<file path="config.mk">
export PLATFORM = sky130hd
export DESIGN_NAME = wide_add_ctrl_flat
export DESIGN_NICKNAME = d
export VERILOG_FILES = /design/src/rtl/wide_add_ctrl_if.sv /design/src/rtl/wide_add_ctrl.sv /design/src/flat_wrapper.sv
export SDC_FILE = /design/constraint.sdc
export NUM_CORES = 1
export LEC_CHECK = 0
export CORE_MARGIN = 5
export CORE_UTILIZATION = 35
export CTS_CLUSTER_DIAMETER = 50
export DETAILED_ROUTE_END_ITERATION = 10
export GPL_TIMING_DRIVEN = 0
export REMOVE_ABC_BUFFERS = 1
export SYNTH_ARGS = -nofsm -noshare
export SYNTH_HDL_FRONTEND = slang
export SYNTH_SLANG_ARGS = --single-unit
</file>
<file path="constraint.sdc">
create_clock -name clk -period 4.19 [get_ports clk]
set_input_delay 0.6285 -clock clk [delete_from_list [all_inputs] [get_ports clk]]
set_output_delay 0.6285 -clock clk [all_outputs]
set_load 0.02 [all_outputs]
</file>
<file path="src/rtl/wide_add_ctrl_if.sv">
// Handshake and adder-port bundle for the wide add/subtract sequencer.
// The slave view belongs to the sequencer; the master view belongs to
// whatever issues operations and supplies the shared 32-bit adder.
interface wide_add_ctrl_if #(
    parameter int WORDS = 4
);
    // Request side
    logic                  start;
    logic                  op_sub;
    logic [32*WORDS-1:0]   a_in;
    logic [32*WORDS-1:0]   b_in;
    // Status / result side
    logic                  ready;
    logic                  done;
    logic [32*WORDS-1:0]   result;
    logic                  c_out;
    logic                  overflow;
    // Shared external adder
    logic [31:0]           adder_a;
    logic [31:0]           adder_b;
    logic                  adder_cin;
    logic [31:0]           adder_sum;
    logic                  adder_cout;

    modport slave (
        input  start, op_sub, a_in, b_in, adder_sum, adder_cout,
        output ready, done, result, c_out, overflow,
               adder_a, adder_b, adder_cin
    );

    modport master (
        output start, op_sub, a_in, b_in, adder_sum, adder_cout,
        input  ready, done, result, c_out, overflow,
               adder_a, adder_b, adder_cin
    );
endinterface

</file>
<file path="src/rtl/wide_add_ctrl.sv">
// Multi-word add/subtract sequencer. One external 32-bit adder is reused
// once per word, least significant word first, with the carry chained
// through a register. Subtraction is A + ~B + 1: B is inverted on
// capture and the initial carry-in is the op_sub bit.
// All outputs, including the adder operand ports, come straight from flops.
module wide_add_ctrl #(
    parameter int WORDS = 4
) (
    input  logic             clk,
    input  logic             rst,
    wide_add_ctrl_if.slave   bus
);
    localparam int W    = 32 * WORDS;
    localparam int IDXW = (WORDS > 1) ? $clog2(WORDS) : 1;
    localparam logic [IDXW-1:0] LAST = IDXW'(WORDS - 1);

    typedef enum logic [1:0] {
        S_IDLE = 2'd0,
        S_RUN  = 2'd1,
        S_DONE = 2'd2
    } state_t;

    state_t             state_q;
    logic [W-1:0]       a_q;
    logic [W-1:0]       b_q;          // effective B (already inverted for subtract)
    logic               carry_q;
    logic [IDXW-1:0]    idx_q;
    logic [W-1:0]       result_q;
    logic               c_out_q;
    logic               overflow_q;
    logic               ready_q;
    logic               done_q;
    logic [31:0]        adder_a_q;
    logic [31:0]        adder_b_q;
    logic               adder_cin_q;

    logic [W-1:0]       b_eff_s;
    logic [IDXW-1:0]    idx_nxt_s;
    logic [31:0]        a_word_nxt_s;
    logic [31:0]        b_word_nxt_s;
    logic               ovf_s;

    // Operand preparation: effective B, the next word to present to the adder, and signed overflow of the top word
    always_comb begin
        b_eff_s      = '0;
        idx_nxt_s    = '0;
        a_word_nxt_s = 32'd0;
        b_word_nxt_s = 32'd0;
        ovf_s        = 1'b0;

        if (bus.op_sub) begin
            b_eff_s = ~bus.b_in;
        end else begin
            b_eff_s = bus.b_in;
        end

        if (idx_q == LAST) begin
            idx_nxt_s = '0;
        end else begin
            idx_nxt_s = idx_q + IDXW'(1);
        end

        a_word_nxt_s = a_q[32*int'(idx_nxt_s) +: 32];
        b_word_nxt_s = b_q[32*int'(idx_nxt_s) +: 32];

        // Same-sign operands producing an opposite-sign result
        ovf_s = (a_q[W-1] == b_q[W-1]) && (bus.adder_sum[31] != a_q[W-1]);
    end

    // Sequencer FSM: captures operands, steps one word per cycle, publishes result
    always_ff @(posedge clk) begin
        if (rst) begin
            state_q     <= S_IDLE;
            a_q         <= '0;
            b_q         <= '0;
            carry_q     <= 1'b0;
            idx_q       <= '0;
            result_q    <= '0;
            c_out_q     <= 1'b0;
            overflow_q  <= 1'b0;
            ready_q     <= 1'b1;
            done_q      <= 1'b0;
            adder_a_q   <= 32'd0;
            adder_b_q   <= 32'd0;
            adder_cin_q <= 1'b0;
        end else begin
            case (state_q)
                S_IDLE: begin
                    done_q <= 1'b0;
                    if (bus.start) begin
                        a_q         <= bus.a_in;
                        b_q         <= b_eff_s;
                        carry_q     <= bus.op_sub;
                        idx_q       <= '0;
                        result_q    <= '0;
                        ready_q     <= 1'b0;
                        // Word 0 is presented to the adder in the first RUN cycle
                        adder_a_q   <= bus.a_in[31:0];
                        adder_b_q   <= b_eff_s[31:0];
                        adder_cin_q <= bus.op_sub;
                        state_q     <= S_RUN;
                    end else begin
                        ready_q     <= 1'b1;
                    end
                end

                S_RUN: begin
                    result_q[32*int'(idx_q) +: 32] <= bus.adder_sum;
                    carry_q <= bus.adder_cout;
                    if (idx_q == LAST) begin
                        c_out_q     <= bus.adder_cout;
                        overflow_q  <= ovf_s;
                        done_q      <= 1'b1;
                        adder_a_q   <= 32'd0;
                        adder_b_q   <= 32'd0;
                        adder_cin_q <= 1'b0;
                        state_q     <= S_DONE;
                    end else begin
                        idx_q       <= idx_nxt_s;
                        adder_a_q   <= a_word_nxt_s;
                        adder_b_q   <= b_word_nxt_s;
                        adder_cin_q <= bus.adder_cout;
                    end
                end

                S_DONE: begin
                    done_q  <= 1'b0;
                    ready_q <= 1'b1;
                    state_q <= S_IDLE;
                end

                default: begin
                    done_q      <= 1'b0;
                    ready_q     <= 1'b1;
                    idx_q       <= '0;
                    carry_q     <= 1'b0;
                    adder_a_q   <= 32'd0;
                    adder_b_q   <= 32'd0;
                    adder_cin_q <= 1'b0;
                    state_q     <= S_IDLE;
                end
            endcase
        end
    end

    assign bus.ready     = ready_q;
    assign bus.done      = done_q;
    assign bus.result    = result_q;
    assign bus.c_out     = c_out_q;
    assign bus.overflow  = overflow_q;
    assign bus.adder_a   = adder_a_q;
    assign bus.adder_b   = adder_b_q;
    assign bus.adder_cin = adder_cin_q;

endmodule

</file>
<file path="src/flat_wrapper.sv">
// flat-port wrapper written by rule: the top's interface ports become plain ports
module wide_add_ctrl_flat 
#(
    parameter int WORDS = 4
)
  (clk, rst, bus_start, bus_op_sub, bus_a_in, bus_b_in, bus_adder_sum, bus_adder_cout, bus_ready, bus_done, bus_result, bus_c_out, bus_overflow, bus_adder_a, bus_adder_b, bus_adder_cin);
  wide_add_ctrl_if #(.WORDS(WORDS)) bus_i ();
  input  logic clk;
  input  logic rst;
  input wire logic [$bits(bus_i.start)-1:0] bus_start;
  input wire logic [$bits(bus_i.op_sub)-1:0] bus_op_sub;
  input wire logic [$bits(bus_i.a_in)-1:0] bus_a_in;
  input wire logic [$bits(bus_i.b_in)-1:0] bus_b_in;
  input wire logic [$bits(bus_i.adder_sum)-1:0] bus_adder_sum;
  input wire logic [$bits(bus_i.adder_cout)-1:0] bus_adder_cout;
  output wire logic [$bits(bus_i.ready)-1:0] bus_ready;
  output wire logic [$bits(bus_i.done)-1:0] bus_done;
  output wire logic [$bits(bus_i.result)-1:0] bus_result;
  output wire logic [$bits(bus_i.c_out)-1:0] bus_c_out;
  output wire logic [$bits(bus_i.overflow)-1:0] bus_overflow;
  output wire logic [$bits(bus_i.adder_a)-1:0] bus_adder_a;
  output wire logic [$bits(bus_i.adder_b)-1:0] bus_adder_b;
  output wire logic [$bits(bus_i.adder_cin)-1:0] bus_adder_cin;
  assign bus_i.start = bus_start;
  assign bus_i.op_sub = bus_op_sub;
  assign bus_i.a_in = bus_a_in;
  assign bus_i.b_in = bus_b_in;
  assign bus_i.adder_sum = bus_adder_sum;
  assign bus_i.adder_cout = bus_adder_cout;
  assign bus_ready = bus_i.ready;
  assign bus_done = bus_i.done;
  assign bus_result = bus_i.result;
  assign bus_c_out = bus_i.c_out;
  assign bus_overflow = bus_i.overflow;
  assign bus_adder_a = bus_i.adder_a;
  assign bus_adder_b = bus_i.adder_b;
  assign bus_adder_cin = bus_i.adder_cin;
  wide_add_ctrl #(.WORDS(WORDS)) u_core (.clk(clk), .rst(rst), .bus(bus_i));
endmodule
</file>
Word level (Yosys, flattened, before mapping)
Index checks and enable logic that the tools add are counted.
W data, S select, Z words.
{"block": "word_totals", "input_bits": 293, "regBits": 457}
{"block": "classes", "add_sub_neg": 2, "shift": 4, "reduce_logical": 10, "eq_ne": 8, "n_mux": 22, "bitwise_logic": 3}
{"op": "$mux W128", "n": 2}
{"op": "$pmux W128 S2", "n": 1}
{"op": "$shiftx A128 B8 Y32", "n": 2}
{"op": "$pmux W32 S3", "n": 2}
{"op": "$bwmux W128", "n": 1}
{"op": "$mux W32", "n": 4}
{"op": "$not A128 Y128", "n": 1}
{"op": "$shift A32 B33 Y128 const A", "n": 1}
{"op": "$shiftx A32 B33 Y128", "n": 1}
{"op": "$neg A7 Y33", "n": 1}
{"op": "$mux W2", "n": 5}
{"op": "$reduce_and A2 Y1", "n": 5}
{"op": "$pmux W2 S3", "n": 1}
{"op": "$eq A2 B2 Y1 const B", "n": 2}
{"op": "$ne A2 B2 Y1 const B", "n": 2}
{"op": "$pmux W2 S2", "n": 1}
{"op": "$mux W1", "n": 3}
{"op": "$pmux W1 S3", "n": 1}
{"op": "$reduce_and A3 Y1", "n": 1}
{"op": "$add A2 B1 Y2 const B", "n": 1}
{"op": "$eq A2 B1 Y1 const B", "n": 1}
{"op": "$logic_not A2 Y1", "n": 1}
{"op": "$ne A2 B1 Y1 const B", "n": 1}
{"op": "$not A1 Y1", "n": 2}
{"op": "other kinds (6)", "n": 6}

Longest topological paths before layout
{"block": "logic_depth", "depth_word": 5, "mapped_depth": 13}

Worst setup path after synthesis
Ideal clock, no wire load.
{"block": "synth_path", "path_type": "register to register", "from": "reg u_core.idx_q[0]", "to": "reg u_core.adder_b_q[20], in the netlist u_core.bus.adder_b[20]", "t_arrival_ns": 2.321, "setup_slack_ns": 1.748, "setup_time_ns": 0.122, "path_stages_with_launch": 10, "required_ns": 4.068, "n_path_buf": 5, "path_cell_list": "dfxtp_1 > buf_4 > buf_4 > buf_4 > inv_1 > ha_1 > buf_4 > buf_4 > mux4_2 > a221o_1"}
{"block": "synth_between", "elab_chain_len": 5, "elab_cells_between_ends": 6}
{"element": "start: declaration", "line_no": "wide_add_ctrl.sv:27", "rtl": "logic [IDXW-1:0] idx_q;"}
{"element": "start signal: assignment", "line_no": "wide_add_ctrl.sv:119", "rtl": "idx_q <= idx_nxt_s;"}
{"element": "$add A2 B1 Y2 / $eq A2 B2 Y1 (equally long branches)", "line_no": "wide_add_ctrl.sv:60, wide_add_ctrl.sv:57, wide_add_ctrl.sv:110"}
{"element": "$mux W2", "line_no": "wide_add_ctrl.sv:57", "rtl": "if (idx_q == LAST) begin"}
{"element": "$shiftx A128 B8 Y32", "line_no": "wide_add_ctrl.sv:64", "rtl": "b_word_nxt_s = b_q[32*int'(idx_nxt_s) +: 32];"}
{"element": "$mux W32 *", "line_no": "wide_add_ctrl.sv:110", "rtl": "if (idx_q == LAST) begin"}
{"element": "$pmux W32 S3 *", "line_no": "wide_add_ctrl.sv:87", "rtl": "case (state_q)"}
{"element": "end signal: assignment", "line_no": "wide_add_ctrl.sv:99", "rtl": "adder_b_q <= b_eff_s[31:0];"}
{"element": "end signal: assignment", "line_no": "wide_add_ctrl.sv:121", "rtl": "adder_b_q <= b_word_nxt_s;"}
{"element": "end: declaration", "line_no": "wide_add_ctrl.sv:34", "rtl": "logic [31:0] adder_b_q;"}
Mark *: on every way between the ends. The rest lies on a longest branch, timed or not.
A chain may end at the register's enable or synchronous reset.

Worst setup path in the final report
{"block": "layout_path", "from": "reg u_core.idx_q[0]", "to": "reg u_core.adder_b_q[7], in the netlist u_core.bus.adder_b[7]"}
The elaborated chain is that of the path after synthesis.

==> summary.md <==
| Metric | Value |
|---|---|
| Crit Path Category | `reg2reg` |
| Hold WC Path Type | `reg2reg` |
| # hold bufs at CTS | `0` |
| Met2 GRT Util | `0.349` |
| Synth unique cells | `48` |
| Via Count | `16.4k` |
| Post-synthesis async set-or-reset flop share | `0` |
| Period utilisation layout | `0.828` |
| Pin count of the biggest net entering global routing | `149` |
| Slew Limit Fails | `0` |
| Top FF cell, synth | `dfxtp_1` |
| H-tree levels | `2` |
| Register area | `a little over 9000 µm²` |
| Skew-Pair Late Insertion Delay | `0.59 ns` |
| Crit path max fanout | `51` |
| CTS tree | `yes` |
| Die Span Y | `around 240 µm` |
| YS warnings | `0` |
| Port buffer count | `489` |
| Slowest Stage Delay on Critical Path | `0.82 ns` |
| Met3 Use GR | `0.0467` |
| Setup TNS | `0 ns` |
| Core Footprint | `~54000 µm²` |
| WL final | `roughly 64000 µm` |
| Final core utilization | `0.489` |
| Top-count cell post-synth | `dfxtp_1` |
| Critical Path Source Type | `flip-flop` |
| Fill count | `~5.0k` |
| Synth Register Bits | `~460` |
| Detailed placer's ending HPWL | `approximately 43000 µm` |
| Max-slew headroom | `0.0593` |
| Setup crit start | `u_core.idx_q[0]$_SDFFE_PP0P_` |
| Combinational Power Share | `0.150` |
| Multi-input logic area | `between 8000 and 9000 µm²` |
| Total GRT Usage | `0.207` |
| First-pass GRT wire length | `~98000 µm` |
| Outcome | `finished clean` |
| Cell-internal power | `between 8 and 9 mW` |
| Clock power share | `0.443` |
| Post-CTS Setup Inserts | `0` |
| Cell Chain, Critical Path | `inv_1 -> ha_4 -> buf_16 -> nand4bb_1 -> a32oi_1 -> o31a_1` |
| Switching portion of total power | `0.260` |
| MaxCap Viol Count | `0` |
| Area after DPL | `roughly 24000 µm²` |
| Worst r2r src | `u_core.idx_q[0]$_SDFFE_PP0P_` |
| Max VDD drop | `roughly 350 µV` |
| Gpl congestion | `~0.80` |
| CTS Buf Count | `58` |
| Required @ worst endpoint | `about 4.7 ns` |
| Synth area leaders | `dfxtp_1, nor2_1, mux4_2` |
| Psw | `~3.0 mW` |
| Die Width | `242 µm` |
| Power share of the sequential group | `0.407` |
| Least-Margin Pin Slew | `~1.4 ns` |
| Hold Vio Cnt, Final | `0` |
| Drt via density | `between 5 and 6` |
| EDFF count, synth | `0` |
| Finished Cell Area | `26200 µm²` |
| Avg WL per Cell | `around 20 µm` |
| Final nets | `around 2.7k` |
| Slowest-stage cell, CP | `dfxtp_4` |
| GRT busiest layer | `met2` |
| Min Clock Period, post-route | `3.47 ns` |
| Initial antenna violation count | `12` |
| Critical Path End Type | `flip-flop` |
| Clk root buf | `clkbuf_16` |
| Synth top cells by count | `dfxtp_1, nor2_1, nand2_1, a21oi_1, xnor2_1` |
| Ports | `490` |
| Layout cells sized above 1 | `0.0819` |
| Cells after DPL | `about 3k` |
| Power Total | `between 10 and 15 mW` |
| Crit path DAT | `roughly 4.0 ns` |
| Pre-Repair DR Iteration Count | `5` |
| Drt drc | `0` |
| Die area | `between 50000 and 60000 µm²` |
| Clk sinks | `about 460` |
| Register area share after synthesis | `0.485` |
| RSZ-0062 raised after global routing | `no` |
| Synth top area share | `0.485` |
| Initial core utilization | `0.352` |
| Cell Rows | `85` |
| Mapped cell area | `around 19000 µm²` |
| Power density over the cells | `between 400 and 500 nW/µm²` |
| Synth Area per Inst | `~9.4 µm²` |
| Vias in the first global route | `~16k` |
| Remaining antenna violation count | `0` |
| Final setup violating endpoints | `0` |
| Max Clk Rate | `slightly below 300 MHz` |
| Area growth, synth to finish | `39.1%` |
| Post-CTS Resized | `0` |
| CTS clk-pin slew, worst paths | `0.06 ns` |
| Met1 global-route usage | `0.263` |
| GRT overflow | `0` |
| P_leak | `around 9.4 nW` |
| Layout Cells excl Fill | `~3.1k` |
| CTS Buffer Depth | `3` |
| Hold_sp | `u_core.a_q[15]$_SDFFE_PP0P_` |
| DRT iter0 DRCs | `~1.1k` |
| Final Skew | `0.0223 ns` |
| Yosys top cell by area | `dfxtp_1` |
| Cells after Synth | `2016` |
## placed cells by master, fill, tap and decap left out, types with 8 or more instances in the layout
cell type	instances
a211oi_1	122
a21oi_1	152
a221o_1	15
a22o_1	64
a22oi_1	76
a2bb2oi_1	32
buf_16	13
clkbuf_1	8
clkbuf_16	59
clkbuf_8	11
clkdlybuf4s50_1	487
dfxtp_1	455
diode_2	8
mux2_2	8
mux2i_1	10
mux4_2	50
nand2_1	286
nor2_1	311
nor3_1	43
o21ai_0	8
xnor2_1	128
## through the flow
step	setup slack, ns	hold slack, ns
final	0.720	0.450
after global placement	-16.36	0.440
after floorplan	-2.21	0.427
after detailed placement	0.621	0.445
after global routing	0.430	0.465
after CTS	0.597	0.453
## worst max-delay path: cells and delay by family (launching register included)
family,cells,cell delay (ns)
compound gates,2,0.58
fa+ha+maj,1,0.72
buf+inv,2,0.62
flops,1,0.82
simple gates,1,0.63
## metal layers
metal,wire length (µm),part of all wire,vias up
li1,-,-,7830
met4,2030,0.032,8
met3,4070,0.064,116
met2,30600,0.48,517
met1,27000,0.42,7904
met5,47,0.00074,-
## cell type report
class	instances	area share
diodes	8	0.000763
clock buffers	78	0.0632
clock inverters	28	0.0139
inverters	2	0.000286
multi-input cells	1369	0.335
flip-flops and latches	457	0.349
well taps	696	0.0332
repair buffers	508	0.205
## power groups by stage
stage | Clock [mW] | Sequential [mW] | Combinational, mW
global placement | 0 | 4.90 | 1.79
CTS | 5.31 | 4.77 | 1.78
floorplan | 0 | 4.93 | 0.805
global route | 5.49 | 4.80 | 1.91
finish | 5.20 | 4.77 | 1.76
detailed placement | 0 | 4.87 | 1.77
## cell families (layout without fill, tap and decap cells)
| kind of cell | after synthesis | after routing | share of synthesized area |
|---|---|---|---|
| buffers and inverters | 190 | 616 | 0.0528 |
| other | 0 | 8 | 0 |
| AOI/OAI and AO/OA | 490 | 490 | 0.183 |
| adders and majority gates | 6 | 6 | 0.00398 |
| and+or+nand+nor | 677 | 677 | 0.145 |
| DFF | 457 | 457 | 0.485 |
| muxes | 68 | 68 | 0.0698 |
| xor gates and xnor gates | 128 | 128 | 0.0595 |
## worst paths after layout
check	slack [ns]	endpoint	depth (start not counted)
worst max-delay path	0.72	u_core.bus.adder_b[7]$_SDFFE_PP0P_	6
worst min-delay path	0.45	u_core.a_q[15]$_SDFFE_PP0P_	2
worst max register to register	0.72	u_core.bus.adder_b[7]$_SDFFE_PP0P_	6
worst min register to register	0.45	u_core.a_q[15]$_SDFFE_PP0P_	2
## registers in the layout, indices dropped and copies added (netlist names)
| signal | cells |
|---|---|
| u_core.a_q | 128 |
| u_core.b_q | 128 |
| u_core.bus.result | 128 |
| u_core.bus.adder_a | 32 |
| u_core.bus.adder_b | 32 |
| u_core.idx_q | 2 |
| u_core.state_q | 2 |
| u_core.bus.adder_cin | 1 |
| u_core.bus.c_out | 1 |
| u_core.bus.done | 1 |
| u_core.bus.overflow | 1 |
| u_core.bus.ready | 1 |
(Power assumes the default switching activity.)
